## src/rtl/al_seq_div.sv

```systemverilog
// al_seq_div -- iterative radix-2 restoring divider with per-operand signedness.
//
// Divides operand magnitudes one quotient bit per clock (MSB first), then
// applies sign correction in a single FIX cycle. Division is truncating:
// the remainder takes the sign of the dividend.
//
// Ports:
//   clk          clock, rising edge
//   rst          asynchronous active-high reset
//   start        request a divide (sampled only in IDLE)
//   signeda      1 = a is two's complement
//   signedb      1 = b is two's complement
//   a, b         dividend / divisor, sampled with start
//   busy         high while a divide is in progress
//   done         one-cycle pulse when results become valid
//   quotient     result quotient (held until the next FIX)
//   remainder    result remainder (held until the next FIX)
//   div_by_zero  set with done when b was 0, held with the results
module al_seq_div #(
  parameter int WIDTH = 32
) (
  input  logic             clk,
  input  logic             rst,
  input  logic             start,
  input  logic             signeda,
  input  logic             signedb,
  input  logic [WIDTH-1:0] a,
  input  logic [WIDTH-1:0] b,
  output logic             busy,
  output logic             done,
  output logic [WIDTH-1:0] quotient,
  output logic [WIDTH-1:0] remainder,
  output logic             div_by_zero
);

  localparam int CNT_W = (WIDTH > 1) ? $clog2(WIDTH) : 1;

  // state | meaning
  // IDLE  | waiting for start, results held
  // CALC  | one restoring-division step per clock
  // FIX   | sign correction / divide-by-zero substitution, pulse done
  localparam logic [1:0] IDLE = 2'd0;
  localparam logic [1:0] CALC = 2'd1;
  localparam logic [1:0] FIX  = 2'd2;

  logic [1:0]       state;
  logic [WIDTH-1:0] dvd;
  logic [WIDTH-1:0] prem;
  logic [WIDTH-1:0] mag_b;
  logic [WIDTH-1:0] a_orig;
  logic             neg_q;
  logic             neg_r;
  logic             zero;
  logic [CNT_W-1:0] cnt;

  logic             sa;
  logic             sb;
  logic [WIDTH-1:0] mag_a_in;
  logic [WIDTH-1:0] mag_b_in;
  logic [WIDTH:0]   shifted;
  logic [WIDTH:0]   trial;
  logic             ge;
  logic [WIDTH-1:0] prem_next;
  logic [WIDTH-1:0] q_fix;
  logic [WIDTH-1:0] r_fix;

  always_comb begin
    sa       = signeda & a[WIDTH-1];
    sb       = signedb & b[WIDTH-1];
    mag_a_in = sa ? -a : a;
    mag_b_in = sb ? -b : b;

    shifted  = {prem, dvd[WIDTH-1]};
    trial    = shifted - {1'b0, mag_b};
    // With shifted[WIDTH] set the shifted value already exceeds any WIDTH-bit
    // divisor, so the subtraction's sign bit is only meaningful otherwise.
    ge        = shifted[WIDTH] | ~trial[WIDTH];
    prem_next = ge ? trial[WIDTH-1:0] : shifted[WIDTH-1:0];

    // After CALC, dvd has been fully replaced by quotient bits.
    q_fix = neg_q ? -dvd : dvd;
    r_fix = neg_r ? -prem : prem;
  end

  assign busy = (state != IDLE);

  always_ff @(posedge clk or posedge rst) begin
    if (rst) begin
      state       <= IDLE;
      dvd         <= '0;
      prem        <= '0;
      mag_b       <= '0;
      a_orig      <= '0;
      neg_q       <= 1'b0;
      neg_r       <= 1'b0;
      zero        <= 1'b0;
      cnt         <= '0;
      done        <= 1'b0;
      quotient    <= '0;
      remainder   <= '0;
      div_by_zero <= 1'b0;
    end else begin
      done <= 1'b0;
      case (state)
        IDLE: begin
          if (start) begin
            dvd    <= mag_a_in;
            mag_b  <= mag_b_in;
            a_orig <= a;
            neg_q  <= sa ^ sb;
            neg_r  <= sa;
            zero   <= (b == '0);
            prem   <= '0;
            cnt    <= CNT_W'(WIDTH - 1);
            state  <= CALC;
          end
        end
        CALC: begin
          prem <= prem_next;
          dvd  <= {dvd[WIDTH-2:0], ge};
          cnt  <= cnt - CNT_W'(1);
          if (cnt == '0) begin
            state <= FIX;
          end
        end
        FIX: begin
          if (zero) begin
            quotient    <= '1;
            remainder   <= a_orig;
            div_by_zero <= 1'b1;
          end else begin
            quotient    <= q_fix;
            remainder   <= r_fix;
            div_by_zero <= 1'b0;
          end
          done  <= 1'b1;
          state <= IDLE;
        end
        default: state <= IDLE;
      endcase
    end
  end

endmodule

```

## config.mk

```make
export PLATFORM = sky130hd
export DESIGN_NAME = al_seq_div
export DESIGN_NICKNAME = d
export VERILOG_FILES = /design/src/rtl/al_seq_div.sv
export SDC_FILE = /design/constraint.sdc
export NUM_CORES = 1
export LEC_CHECK = 0
export ABC_CLOCK_PERIOD_IN_PS = 7900
export CAP_MARGIN = 40
export CORE_MARGIN = 1.5
export CORE_UTILIZATION = 52
export CTS_CLUSTER_SIZE = 8
export DETAILED_ROUTE_END_ITERATION = 12
export PLACE_DENSITY = 0.82
export SLEW_MARGIN = 30
export SYNTH_ARGS = -nofsm -noshare
export SYNTH_HDL_FRONTEND = slang
export SYNTH_SLANG_ARGS = --single-unit
```

## constraint.sdc

```tcl
create_clock -name clk -period 7.9 [get_ports clk]
set_input_delay 2.37 -clock clk [delete_from_list [all_inputs] [get_ports clk]]
set_output_delay 2.37 -clock clk [all_outputs]
set_load 0.02 [all_outputs]
```

==> reports/summary.txt <==
status - completed
top-area cell type share of the netlist area - 40.6%
maximum number of pins on one net before global-route repair - 169
Post-DRT Antenna Nets - 0
fin worst setup slack - 3.19 ns
die height - 158 um
first-pass GRT wire length - 54100 um
Hold Violations, Final - 0
Yosys top cell by area - dfrtp_1
DR vias/cell - 5.89
Initial Util - 53.2%
vias in the first global route - 10700
CP endpoint kind - flop
clock latency on the worst-skew pair - 0.53 ns
Slew headroom - 44.4%
Final Core Density - 63.2%
DR pass1 iterations - 7
Core ar. - 23600 um2
Lkg Pwr - 6.51 nW
row cnt - 56
Yosys warnings - 0
Nets - 1688
drt initial violations - 820
placed wire-length estimate - 24100 um
CP arrival - 5.09 ns
post-cts sizing count - 0
final setup vio count - 0
antenna cells - 0
Area growth, synth to finish - 18.8%
RSZ-0062 raised after global routing - false
Avg WL per Cell - 17.7 um
CTS Root Buffer Type - clkbuf_16
initial antenna violation count - 0
Die W - 158 um
Post-synth EDFFs - 0
# Post-CTS Setup Buffers - 0
max cap viols - 0
register area share after synthesis - 40.6%
grt ovf - 0
critical path peak fanout - 6
startpoint types - primary input
mean area per synthesized cell - 8.50 um2
ys async rst share - 100%
via count - 11200
layout cells sized above 1 - 4.68%
Placer Congestion - 0.881
flops & latches, synth - 204
Clock Tree Buf Depth - 3
Slew @ Worst Pin - 0.834 ns
Area contributors post-synth - dfrtp_1, nand2_1, o21ai_0
Main synth FF type - dfrtp_1
PortBufs - 135
distinct cell type count after synthesis - 68
worst vdd ir - 0.000211 V
hold crit path type - flop to flop
setup TNS - 0 ns
Routed WL - 33600 um
total die area - 25100 um2
DRC violations left - 0
TritonCTS Buffers - 29
cells after synthesis - 1479
Clk pin slew, worst setup/hold paths - 0.05 ns
GRT Total Usage - 27.1%
H-tree depth - 1
Worst Setup Slack post-DPL - 2.71 ns
crit path kind - primary input to flop
syn nets - 1587
clk_skew - 0.00973 ns
CTS sink count - 204
Max Clock Freq - 0.212 GHz
max-slew violations - 0
number of I/O pins - 136
Netlist Area Pre-Place - 12600 um2
hold buffer count at CTS - 0
CTS tree - yes
fin crit period - 4.71 ns
CP required - 8.28 ns
Final Cycle Share - 59.6%
PwrDens - 437 nW/um2
-- stage by stage --
stage / instance area, um2 / power, mW / hold slack (ns) / instances
detailed placement: 14100 / 5.40 / 0.457 / 1865
global placement: 14100 / 5.30 / 0.451 / 1864
CTS: 14900 / 6.50 / 0.468 / 1898
floorplan: 12600 / 4.49 / 0.437 / 1479
finish: 14900 / 6.53 / 0.465 / 1901
global route: 14900 / 7.07 / 0.487 / 1901
-- state kept, by name (all words and copies together) (netlist names) --
name	count
dvd	32
div_by_zero	1
mag_b	32
prem	32
state	2
remainder	32
quotient	32
neg_q	1
neg_r	1
done	1
zero	1
a_orig	32
cnt	5
-- layer usage --
layer	wire length (um)	share of wire, %	global-route usage, %	up-vias
met4	1060	3.2	9.66	0
li1	-	-	-	5403
met1	14200	42	34.9	5288
met3	2310	6.9	4.03	86
met5	0	0	0	-
met2	16000	48	46.4	413
-- power by group --
group | internal (mW) | total [mW] | switching, mW
Sequential | 1.47 | 1.93 | 0.459
Combinational | 1.51 | 3.53 | 2.03
Clock | 0.641 | 1.07 | 0.427
Total | 3.62 | 6.53 | 2.91
-- cell usage in the layout (no fill, tap or decap), drive strengths merged, types with 5 or more instances in the layout --
| master | count |
|---|---|
| a21o | 10 |
| a21oi | 115 |
| a22oi | 30 |
| a31oi | 10 |
| and2 | 10 |
| and3 | 10 |
| buf | 17 |
| clkbuf | 31 |
| clkdlybuf4s50 | 135 |
| dfrtp | 204 |
| ha | 38 |
| inv | 56 |
| mux2i | 24 |
| nand2 | 227 |
| nand2b | 10 |
| nand3 | 54 |
| nand4 | 9 |
| nor2 | 99 |
| nor2b | 7 |
| nor3 | 19 |
| nor4 | 13 |
| o211ai | 9 |
| o21a | 8 |
| o21ai | 173 |
| o21bai | 5 |
| o311ai | 5 |
| o31ai | 28 |
| o41ai | 11 |
| or2 | 5 |
| or3 | 13 |
| or4 | 11 |
| xnor2 | 62 |
| xor2 | 84 |
-- logic make-up (layout without fill, tap and decap cells) --
kind of cell	after synthesis	after routing	synth area share (%)
XOR/XNOR	146	146	10.2
multiplexers	24	24	1.91
AND/OR/NAND/NOR	498	498	18.3
adder cells (fa/ha/maj)	39	39	3.94
AO/OA/AOI/OAI	430	430	20.6
buffers and inverters	138	241	4.46
flip-flops	204	204	40.6
-- area by class of cell --
class                   instances  area, um2
clock buffers                  31        733
clock inverters                 2       13.8
fillers                      1985       8680
inverters                      56        214
multi-input cells            1137       6920
flip-flops and latches        204       5110
well taps                     319        399
repair buffers                152       1540
-- synth_stat cells (3+ instances only) --
| master | number |
|---|---|
| a221oi_1 | 4 |
| nor4_1 | 12 |
| a221o_1 | 3 |
| and2_1 | 10 |
| a22oi_1 | 30 |
| a211oi_1 | 3 |
| dfrtp_1 | 204 |
| a31oi_1 | 10 |
| o21ai_1 | 3 |
| nand2b_1 | 9 |
| o31ai_1 | 27 |
| or3_1 | 9 |
| o21a_1 | 7 |
| mux2i_1 | 24 |
| nand3b_1 | 3 |
| o211ai_1 | 9 |
| o21bai_1 | 5 |
| a21oi_1 | 114 |
| xor2_1 | 84 |
| buf_1 | 6 |
| a21o_1 | 10 |
| nor2b_1 | 7 |
| nor3b_1 | 3 |
| nand3_1 | 53 |
| ha_1 | 38 |
| nand2_1 | 227 |
| or2_2 | 5 |
| a21boi_0 | 3 |
| xnor2_1 | 62 |
| and3_1 | 10 |
| nor3_1 | 19 |
| clkbuf_1 | 70 |
| nor2_1 | 99 |
| o21ai_0 | 170 |
| or4_1 | 9 |
| nand4_1 | 9 |
| o311ai_0 | 5 |
| a211o_1 | 3 |
| o41ai_1 | 10 |
| inv_1 | 56 |
-- worst paths after layout --
kind | from | slack [ns] | end | cells after the start
worst max-delay path | a[2] | 3.19 | dvd[27]$_DFFE_PP0P_ | 10
worst min-delay path | quotient[0]$_DFFE_PP0P_ | 0.46 | quotient[0]$_DFFE_PP0P_ | 2
worst max register to register | dvd[31]$_DFFE_PP0P_ | 3.74 | prem[20]$_DFFE_PP0P_ | 13
worst min register to register | quotient[0]$_DFFE_PP0P_ | 0.46 | quotient[0]$_DFFE_PP0P_ | 2
max in group asynchronous | rst | 4.60 | dvd[21]$_DFFE_PP0P_ | 4
min in group asynchronous | rst | 2.13 | mag_b[1]$_DFFE_PP0P_ | 2
-- critical path, stage by stage --
cell	delay (ns)
clkdlybuf4s50_1	0.55
nor4_1	0.52
nand4_1	0.33
nor2_1	0.21
nand2_1	0.08
nor4_1	0.35
buf_1	0.26
a31oi_1	0.14
xnor2_1	0.18
o21ai_0	0.10
(Power assumes the default switching activity.)
